[src/rtl/serial_subtractor.sv]
// serial_subtractor
//   Bit-serial unsigned subtractor. It computes D = A - B one bit per clock,
//   least significant bit first, through a single borrow flip-flop. The result
//   is reported with a start/busy/done handshake.
//
// Ports
//   clk        in   rising-edge clock
//   rst        in   synchronous, active-high reset
//   start      in   request a subtraction; only looked at in IDLE
//   A          in   WIDTH-bit unsigned minuend, captured on the accepting edge
//   B          in   WIDTH-bit unsigned subtrahend, captured on the accepting edge
//   busy       out  high while bits are being processed (RUN)
//   done       out  one-cycle pulse; D is valid in the same cycle
//   D          out  WIDTH+1-bit result, A - B in two's complement
//                   (D[WIDTH] is the final borrow)
//   dbg_state  out  current FSM state (0=IDLE, 1=RUN, 2=DONE)
//
// Handshake: a request is accepted on the rising edge where start=1 and the
// block is in IDLE. busy is high for the WIDTH following cycles, then done
// pulses for exactly one cycle with D valid. start is ignored while busy or
// done is high; nothing is queued. The earliest next request is sampled in the
// cycle right after the done pulse. D holds its value between done pulses.

module serial_subtractor #(
  parameter int WIDTH = 4
) (
  input  logic             clk,
  input  logic             rst,
  input  logic             start,
  input  logic [WIDTH-1:0] A,
  input  logic [WIDTH-1:0] B,
  output logic             busy,
  output logic             done,
  output logic [WIDTH:0]   D,
  output logic [1:0]       dbg_state
);

  localparam int CW = (WIDTH > 1) ? $clog2(WIDTH) : 1;

  typedef enum logic [1:0] {
    S_IDLE = 2'd0,
    S_RUN  = 2'd1,
    S_DONE = 2'd2
  } state_t;

  state_t           state_q, state_d;
  logic [WIDTH-1:0] a_q, a_d;
  logic [WIDTH-1:0] b_q, b_d;
  logic [WIDTH-1:0] res_q, res_d;
  logic             borrow_q, borrow_d;
  logic [CW-1:0]    cnt_q, cnt_d;
  logic [WIDTH:0]   d_q, d_d;
  logic             busy_q, busy_d;
  logic             done_q, done_d;

  // Full-subtractor cell for the bit currently at the bottom of the shifters.
  logic diff_bit;
  logic bout;

  always_comb begin
    diff_bit = a_q[0] ^ b_q[0] ^ borrow_q;
    bout     = (~a_q[0] & b_q[0]) | (~(a_q[0] ^ b_q[0]) & borrow_q);
  end

  always_comb begin
    state_d  = state_q;
    a_d      = a_q;
    b_d      = b_q;
    res_d    = res_q;
    borrow_d = borrow_q;
    cnt_d    = cnt_q;
    d_d      = d_q;

    case (state_q)
      S_IDLE: begin
        if (start) begin
          a_d      = A;
          b_d      = B;
          borrow_d = 1'b0;
          cnt_d    = '0;
          state_d  = S_RUN;
        end
      end

      S_RUN: begin
        a_d      = {1'b0, a_q[WIDTH-1:1]};
        b_d      = {1'b0, b_q[WIDTH-1:1]};
        // Difference bits enter from the MSB side, so after WIDTH shifts
        // bit 0 of the result has reached position 0.
        res_d    = {diff_bit, res_q[WIDTH-1:1]};
        borrow_d = bout;
        cnt_d    = cnt_q + CW'(1);
        if (cnt_q == CW'(WIDTH - 1)) begin
          // Publish the completed result straight from the last cell so D
          // changes only on entry to DONE.
          d_d     = {bout, diff_bit, res_q[WIDTH-1:1]};
          cnt_d   = '0;
          state_d = S_DONE;
        end
      end

      S_DONE: begin
        state_d = S_IDLE;
      end

      default: begin
        state_d = S_IDLE;
      end
    endcase

    // Status flags are registered views of the state being entered.
    busy_d = (state_d == S_RUN);
    done_d = (state_d == S_DONE);
  end

  always_ff @(posedge clk) begin
    if (rst) begin
      state_q  <= S_IDLE;
      a_q      <= '0;
      b_q      <= '0;
      res_q    <= '0;
      borrow_q <= 1'b0;
      cnt_q    <= '0;
      d_q      <= '0;
      busy_q   <= 1'b0;
      done_q   <= 1'b0;
    end else begin
      state_q  <= state_d;
      a_q      <= a_d;
      b_q      <= b_d;
      res_q    <= res_d;
      borrow_q <= borrow_d;
      cnt_q    <= cnt_d;
      d_q      <= d_d;
      busy_q   <= busy_d;
      done_q   <= done_d;
    end
  end

  assign busy      = busy_q;
  assign done      = done_q;
  assign D         = d_q;
  assign dbg_state = state_q;

endmodule

[config.mk]
export PLATFORM = sky130hd
export DESIGN_NAME = serial_subtractor
export DESIGN_NICKNAME = d
export VERILOG_FILES = /design/src/rtl/serial_subtractor.sv
export SDC_FILE = /design/constraint.sdc
export NUM_CORES = 1
export LEC_CHECK = 0
export ABC_AREA = 1
export CELL_PAD_IN_SITES_DETAIL_PLACEMENT = 1
export CELL_PAD_IN_SITES_GLOBAL_PLACEMENT = 2
export CORE_UTILIZATION = 27
export CTS_CLUSTER_SIZE = 16
export DETAILED_ROUTE_END_ITERATION = 6
export GPL_TIMING_DRIVEN = 0
export PLACE_DENSITY = 0.84
export SLEW_MARGIN = 40
export SYNTH_ARGS = -nofsm -noshare
export SYNTH_HDL_FRONTEND = slang
export SYNTH_SLANG_ARGS = --single-unit
[constraint.sdc]
create_clock -name clk -period 1.75 [get_ports clk]
set_clock_uncertainty 0.2 [all_clocks]
set_input_delay 0.35 -clock clk [delete_from_list [all_inputs] [get_ports clk]]
set_output_delay 0.35 -clock clk [all_outputs]
set_load 0.02 [all_outputs]
==> results.json, run 1 <==
{
  "postSynthAreaPerCell_um2": 7.05,
  "cts_resized": 10,
  "worst_slew_pin_slew_ps": 460,
  "die_width_um": 62.2,
  "synth-seq-cells": 23,
  "grt_pass1_wl_um": 3950,
  "antenna_cells": 0,
  "power.total_w": 0.000975,
  "yosys.area.top_type": "dfxtp_1",
  "ys_seq_area_frac": 0.470,
  "layout.nets": 176,
  "num_io_pins": 20,
  "synth.distinct_cells": 18,
  "grt_util_all_layers": 0.130,
  "clock_path_buffers": 2,
  "fmax_mhz": 600,
  "worst_path_max_delay_cell": "dfxtp_1",
  "setup_viol": 0,
  "rsz0062_at_grt": "no",
  "max-slew-margin-rel": 0.694,
  "slowest_delay_ps": 430,
  "grt_max_degree": 15,
  "cp_top_family": "flip-flops",
  "drv_cap": 0,
  "tritoncts": "yes",
  "fin_crit_ps": 1670,
  "yosysMostFrequentCell": "nand2_1",
  "worst_setup_path_end_kind": "output pin",
  "hold_class": "flip-flop to flip-flop",
  "criticalPathCategory": "flip-flop to output pin",
  "yosys-top-cells-area": "dfxtp_1 (47%), nand2_1 (14%), nor2_1 (13%)",
  "initial_utilization": 0.287,
  "crit_fanout": 4,
  "fin_crit_sh": 0.952,
  "final_hold_viol_count": 0,
  "place.gp.congestion": 0.663,
  "yosysWarnings": 0,
  "core_region_area_um2": 3420,
  "yosys.area.top_type_share": 0.470,
  "die_area_um2": 3870,
  "power.density_nw_per_um2": 782,
  "post-place-ws_ps": -51.7,
  "ys.flop_type": "dfxtp_1",
  "placed_area_um2": 1230,
  "path_cells": "dlygate4sd2_1",
  "cts-root-buf": "clkbuf_4",
  "synthCells": 139,
  "multi_input_area_um2": 429,
  "row_count": 21,
  "drt_iter0_drc": 24,
  "tns_ps": 0,
  "fillCellCount": 455,
  "cp-start-kind": "flip-flop",
  "leakagePower_nw": 0.599,
  "final_area_um2": 1250,
  "arrival_ps": 1120,
  "drive_gt1_frac": 0.0926,
  "async_flop_share": 0,
  "synthTopCellsByCount": "nand2_1 (36), nor2_1 (35), dfxtp_1 (23)",
  "critical_path_required_ps": 1200,
  "regArea_um2": 462,
  "vdd_ir_drop_max_mv": 0.337,
  "syn_nets": 152,
  "clkLatencyLatePin_ps": 320,
  "netlist_area_um2": 980,
  "vias": 894,
  "drc": 0,
  "outcome": "finished, final reports clean",
  "antenna_found_initial": 0,
  "cts.clk_slew.worst_paths_ps": 140,
  "hpwl_um": 1680,
  "cts_sinks": 23,
  "port_buffers": 19,
  "grt-ovfl-total": 0,
  "wl_per_cell_um": 10.3,
  "first_global_vias": 917,
  "cts_made_buffers": 3,
  "drt-total-wl_um": 2140,
  "synth-edff-count": 0,
  "area_growth_pct": 27.3,
  "die_h_um": 62.2,
  "cts_hold_buf": 0,
  "post-cts-setup-buffer-count": 0,
  "ant_nets": 0,
  "post_drt_via_cell_ratio": 4.30,
  "htreeDepth": 1,
  "dr.pass1.iters": 4,
  "fin_ws_ps": 83.5,
  "final_core_util": 0.365,
  "path_buf_inv": 1,
  "slew_viol_final": 0
}
## kinds of logic (layout without fill, tap and decap cells)
family	Yosys count	count (layout)	synth area share
AND/OR/NAND/NOR	80	80	0.330
AO/OA/AOI/OAI	14	14	0.0754
adder cells (fa/ha/maj)	2	2	0.0332
flip-flops	23	23	0.470
buffers and inverters	20	43	0.0920
## report_power, final
group	leakage, nW	switching (W)	internal, W
registers	0.189	0.0000152	0.000551
logic	0.396	0.0000818	0.0000658
clock network	0.0139	0.000174	0.0000875
## final timing paths
| path | start | slack [ps] | to | cells past startpoint |
|---|---|---|---|---|
| max | dbg_state[1]$_SDFF_PP0_ | 80 | dbg_state[1] | 1 |
| min | a_q[3]$_SDFFE_PP0P_ | 270 | a_q[3]$_SDFFE_PP0P_ | 2 |
| max reg2reg | b_q[0]$_SDFFE_PP0P_ | 400 | res_q[3]$_SDFFE_PP0N_ | 4 |
| min reg2reg | a_q[3]$_SDFFE_PP0P_ | 270 | a_q[3]$_SDFFE_PP0P_ | 2 |
## routing by layer
| metal | GRT usage | up-vias | share of wire |
|---|---|---|---|
| met5 | 0 | - | 0 |
| met4 | 0.0785 | 0 | 0.029 |
| met1 | 0.156 | 414 | 0.47 |
| met2 | 0.220 | 11 | 0.48 |
| li1 | - | 464 | - |
| met3 | 0.0184 | 5 | 0.018 |
## state kept, by name (all words and copies together) (netlist names)
name       cells
done           1
borrow_q       1
dbg_state      2
res_q          3
b_q            4
cnt_q          2
a_q            4
D              5
busy           1
## per-stage QoR
step / cells / hold WS [ps]
finish: 208 / 272
CTS: 208 / 277
floorplan: 139 / 239
global route: 208 / 304
detailed placement: 204 / 258
global placement: 204 / 248
## cells in the final DEF (no fill, tap or decap), drive strengths merged, types with 2 or more instances in the layout
cell type	n
inv	16
clkbuf	5
buf	2
a21oi	6
dfxtp	23
nor3	2
dlygate4sd2	9
nand2	39
clkdlybuf4s50	10
nand3	2
o21ai	8
nor2	37
## layout make-up
class	instances	share of cell area
clock buffer	3	0.0181
multi-input combinational	96	0.344
tap	46	0.0461
inverter	16	0.0481
clock inverter	1	0.00602
buffer	4	0.0241
sequential	23	0.370
timing repair buffer	19	0.143
Note: power is estimated with default switching activity, not from simulation.
==> run 2: changes to the inputs <==
CORE_UTILIZATION = 28   (was 27)
DONT_BUFFER_PORTS = 1   (was unset)
PLACE_DENSITY = 0.73   (was 0.84)
clock period = 2.1 ns   (was 1.75 ns; I/O delays follow)
==> run 2 against run 1 <==
Critical path depth fell by 1. Sequential share of layout area grew 6.3 points. Via count down 8.4%. Hold slack lost 200 ps. Total power is 20% lower. Flip-flop and latch count did not move. Global-route usage is 0.91 points higher. First-iteration DRC count shrank 54%. Combinational power is 34% lower. Largest cell class unchanged. Largest power group unchanged.
==> results.json, run 2 (same netlist as run 1, synthesis figures left out) <==
{
  "area_growth_pct": 8.56,
  "largest_reg_flops": 5,
  "cts.clk_slew.worst_paths_ps": 120,
  "fin_crit_ps": 1540,
  "cts_made_buffers": 3,
  "clkLatencyLatePin_ps": 310,
  "tritoncts": "yes",
  "ant_nets": 0,
  "tns_ps": 0,
  "power.density_nw_per_um2": 731,
  "antenna_found_initial": 0,
  "die_width_um": 61.2,
  "die_area_um2": 3740,
  "drc": 0,
  "htreeDepth": 1,
  "arrival_ps": 920,
  "cp-start-kind": "flip-flop",
  "post-cts-setup-buffer-count": 0,
  "fillCellCount": 439,
  "highest_layer": "met4",
  "fin_crit_sh": 0.731,
  "num_io_pins": 20,
  "final_hold_viol_count": 0,
  "grt-ovfl-total": 0,
  "vdd_ir_drop_max_mv": 0.254,
  "setup_viol": 0,
  "final_cell_mix": "nand2_1 (36), nor2_1 (35), dfxtp_1 (23)",
  "criticalPathCategory": "flip-flop to output pin",
  "fmax_mhz": 651,
  "drt_iter0_drc": 11,
  "grt_util_all_layers": 0.139,
  "route.met3.wl_um": 92,
  "die_h_um": 61.2,
  "row_count": 21,
  "wl_per_cell_um": 11.4,
  "place.gp.congestion": 0.700,
  "cts-root-buf": "clkbuf_4",
  "max-slew-margin-rel": 0.664,
  "core_region_area_um2": 3340,
  "worst_slew_pin_slew_ps": 505,
  "regArea_um2": 460,
  "drt-total-wl_um": 2160,
  "grt_max_degree": 13,
  "vias": 819,
  "leakagePower_nw": 0.490,
  "final_core_util": 0.319,
  "port_buffers": 0,
  "drive_gt1_frac": 0.0909,
  "first_global_vias": 819,
  "rsz0062_at_grt": "no",
  "cts_hold_buf": 0,
  "initial_utilization": 0.294,
  "cts_sinks": 23,
  "clock_path_buffers": 2,
  "multi_input_area_um2": 429,
  "final_common_cell": "nand2_1",
  "critical_path_required_ps": 1480,
  "slew_viol_final": 0,
  "antenna_cells": 0,
  "grt_pass1_wl_um": 3730,
  "wl_met1_um": 999,
  "dr.pass1.iters": 2,
  "reg2reg_slack_ps": 590,
  "hpwl_um": 1630,
  "hold_class": "input pin to flip-flop",
  "post_drt_via_cell_ratio": 4.33,
  "cts_resized": 0,
  "worst_setup_path_end_kind": "output pin",
  "wl_met2_um": 1030,
  "layout.nets": 157,
  "outcome": "finished, final reports clean",
  "crit_fanout": 5,
  "drv_cap": 0
}
[run 2: cell types whose count changed in the layout (fill, tap and decap cells not counted)]
cell,change
clkdlybuf4s50_1,-10
dlygate4sd2_1,-9
clkbuf_1,+1
clkinvlp_4,-1
dfxtp_1,+1
dfxtp_2,-1
[run 2: cell type report]
class / instances / share of cell area
flip-flops and latches: 23 / 0.433
clock buffers: 4 / 0.0247
plain buffers: 4 / 0.0282
multi-input cells: 96 / 0.404
well taps: 46 / 0.0541
inverters: 16 / 0.0565
[run 2: final timing paths]
check	to	cells after the start	start
worst max-delay path	dbg_state[0]	0	dbg_state[0]$_SDFF_PP0_
worst min-delay path	b_q[3]$_SDFFE_PP0P_	2	B[3]
worst max register to register	b_q[0]$_SDFFE_PP0P_	5	dbg_state[0]$_SDFF_PP0_
worst min register to register	borrow_q$_SDFFE_PP0P_	2	borrow_q$_SDFFE_PP0P_
[run 2: power breakdown]
part	switching [W]	total [W]	internal, W	leakage (nW)
clock	0.000130	0.000204	0.0000742	0.0150
combinational	0.0000622	0.0000982	0.0000359	0.287
sequential	0.0000169	0.000476	0.000459	0.189
[run 2: metrics by stage]
stage / total power (W) / worst slack [ps] / instance area, um2 / hold slack, ps / std cells
floorplan: 0.000561 / 781 / 980 / 239 / 139
global placement: 0.000581 / 593 / 1040 / 250 / 185
detailed placement: 0.000587 / 564 / 1040 / 257 / 185
CTS: 0.000797 / 539 / 1060 / 62.4 / 189
global route: 0.000833 / 449 / 1060 / 66.4 / 189
finish: 0.000778 / 565 / 1060 / 76.1 / 189
[run 2: metal layers]
| metal | vias to the layer above | global-route usage |
|---|---|---|
| met3 | 4 | 0.0336 |
| met4 | 0 | 0.0682 |
| met2 | 15 | 0.227 |
| met1 | 373 | 0.173 |
| met5 | - | 0 |
| li1 | 427 | - |
==> run 3: changes to the inputs <==
clock period = 1.6 ns   (was 2.1 ns; I/O delays follow)
==> run 3 against run 2 <==
Register-to-register slack got worse by 370 ps. Non-clock buffer count grew 3. Sequential power up 31%. Critical path depth is 4 higher. Clock power increased by 31%. Hold slack got worse by 50 ps. Combinational power rose by 37%.
==> results.json, run 3 (same netlist as run 1, synthesis figures left out) <==
{
  "cts-root-buf": "clkbuf_4",
  "place.gp.congestion": 0.700,
  "max-slew-margin-rel": 0.687,
  "worst_setup_path_end_kind": "flip-flop",
  "tritoncts": "yes",
  "final_core_util": 0.329,
  "htreeDepth": 1,
  "wl_per_cell_um": 11.4,
  "p_sw_w": 0.000276,
  "rsz0062_at_grt": "no",
  "final_area_um2": 1100,
  "grt-ovfl-total": 0,
  "grt_util_all_layers": 0.141,
  "antenna_found_initial": 0,
  "layout.nets": 160,
  "drive_gt1_frac": 0.110,
  "hpwl_um": 1630,
  "ant_nets": 0,
  "cts_sinks": 23,
  "arrival_ps": 1430,
  "antenna_cells": 0,
  "drt-total-wl_um": 2200,
  "area_growth_pct": 12.0,
  "largest_reg_flops": 5,
  "fin_ws_ps": 215,
  "vdd_ir_drop_max_mv": 0.344,
  "worst_path_max_delay_cell": "fa_1",
  "slew_viol_final": 0,
  "path_cells": "inv_1 -> fa_1 -> nand2_1 -> a21oi_1",
  "criticalPathCategory": "flip-flop to flip-flop",
  "cts_made_buffers": 3,
  "final_common_cell": "nand2_1",
  "port_buffers": 0,
  "outcome": "finished, final reports clean",
  "initial_utilization": 0.294,
  "hold_class": "input pin to flip-flop",
  "dr.pass1.iters": 2,
  "clkLatencyLatePin_ps": 310,
  "fmax_mhz": 722,
  "p_sw_frac": 0.268,
  "grt_pass1_wl_um": 3790,
  "placed_area_um2": 1040,
  "pwr-share-clk": 0.261,
  "comb_power_share": 0.132,
  "worst_slew_pin_slew_ps": 469,
  "post-place-ws_ps": 63.9,
  "num_io_pins": 20,
  "clock_path_buffers": 2,
  "first_global_vias": 835,
  "cp-start-kind": "flip-flop",
  "slowest_delay_ps": 530,
  "final_hold_viol_count": 0,
  "leakagePower_nw": 0.506,
  "row_count": 21,
  "seq_power_share": 0.608,
  "drc": 0,
  "final_cell_mix": "nand2_1 (36), nor2_1 (35), dfxtp_1 (21)",
  "power.density_nw_per_um2": 937,
  "die_h_um": 61.2,
  "core_region_area_um2": 3340,
  "fin_crit_sh": 0.866,
  "cts.clk_slew.worst_paths_ps": 120,
  "tns_ps": 0,
  "p_int_w": 0.000752,
  "crit_fanout": 2,
  "setup_viol": 0,
  "fin_crit_ps": 1380,
  "hp-start": "A[2]",
  "post_drt_via_cell_ratio": 4.34,
  "drv_cap": 0,
  "die_area_um2": 3740,
  "vias": 834,
  "drt_iter0_drc": 9,
  "critical_path_required_ps": 1650,
  "worstReg2RegStart": "b_q[0]$_SDFFE_PP0P_",
  "grt_max_degree": 13,
  "crit_start": "b_q[0]$_SDFFE_PP0P_",
  "reg2reg_slack_ps": 220,
  "die_width_um": 61.2
}
run 3: changes by cell type in the layout (fill, tap and decap cells not counted):
cell / previous run / this run
clkbuf_1: 3 / 2
clkbuf_2: 0 / 1
dfxtp_1: 23 / 21
dfxtp_2: 0 / 2
dlygate4sd3_1: 0 / 3
run 3: power groups by stage:
| stage | combinational [W] | sequential, W | clock (W) |
|---|---|---|---|
| finish | 0.000135 | 0.000625 | 0.000268 |
| floorplan | 0.000102 | 0.000634 | 0 |
| global route | 0.000160 | 0.000629 | 0.000310 |
| global placement | 0.000126 | 0.000637 | 0 |
| detailed placement | 0.000132 | 0.000638 | 0 |
| CTS | 0.000138 | 0.000626 | 0.000288 |
run 3: what timing repair did:
action,in CTS,in global routing
hold buffers,3,0
endpoints found under the hold margin,5,0
gates resized for setup,0,4
endpoints found under the setup margin,0,9
buffers inserted,0,0
run 3: critical path, delay by kind of cell, from the launching register on:
kind            cells  cell delay (ps)
fa+ha+maj           1              530
flops               1              340
compound gates      1              130
buf+inv             1               70
simple gates        1               60
run 3: metrics by stage:
| stage | std cells | total power, W | hold WS [ps] |
|---|---|---|---|
| 4_1_cts | 192 | 0.00105 | 17.2 |
| 2_1_floorplan | 139 | 0.000736 | 239 |
| 5_1_grt | 192 | 0.00110 | 26.8 |
| 3_5_place_dp | 185 | 0.000770 | 257 |
| 3_3_place_gp | 185 | 0.000763 | 250 |
| 6_report | 192 | 0.00103 | 26.3 |
run 3: worst paths after layout:
kind	endpoint	cells past startpoint
hold / removal	a_q[2]$_SDFFE_PP0P_	4
setup / recovery	res_q[3]$_SDFFE_PP0N_	4
hold reg to reg	borrow_q$_SDFFE_PP0P_	2
setup reg to reg	res_q[3]$_SDFFE_PP0N_	4
run 3: routing by layer:
metal  up-vias  routed length [um]  global-route usage
li1        434                   -                   -
met1       381                1030               0.174
met2        15                1030               0.233
met3         4                  91              0.0336
met4         0                  43              0.0682
met5         -                   0                   0
run 3: final cells by class:
class,instances,area (um2)
Buffer,4,31.3
Clock buffer,4,26.3
Fill cell,438,2240
Inverter,16,60.1
Multi-Input combinational cell,96,429
Sequential cell,23,463
Tap cell,46,57.6
Timing Repair Buffer,3,30.0
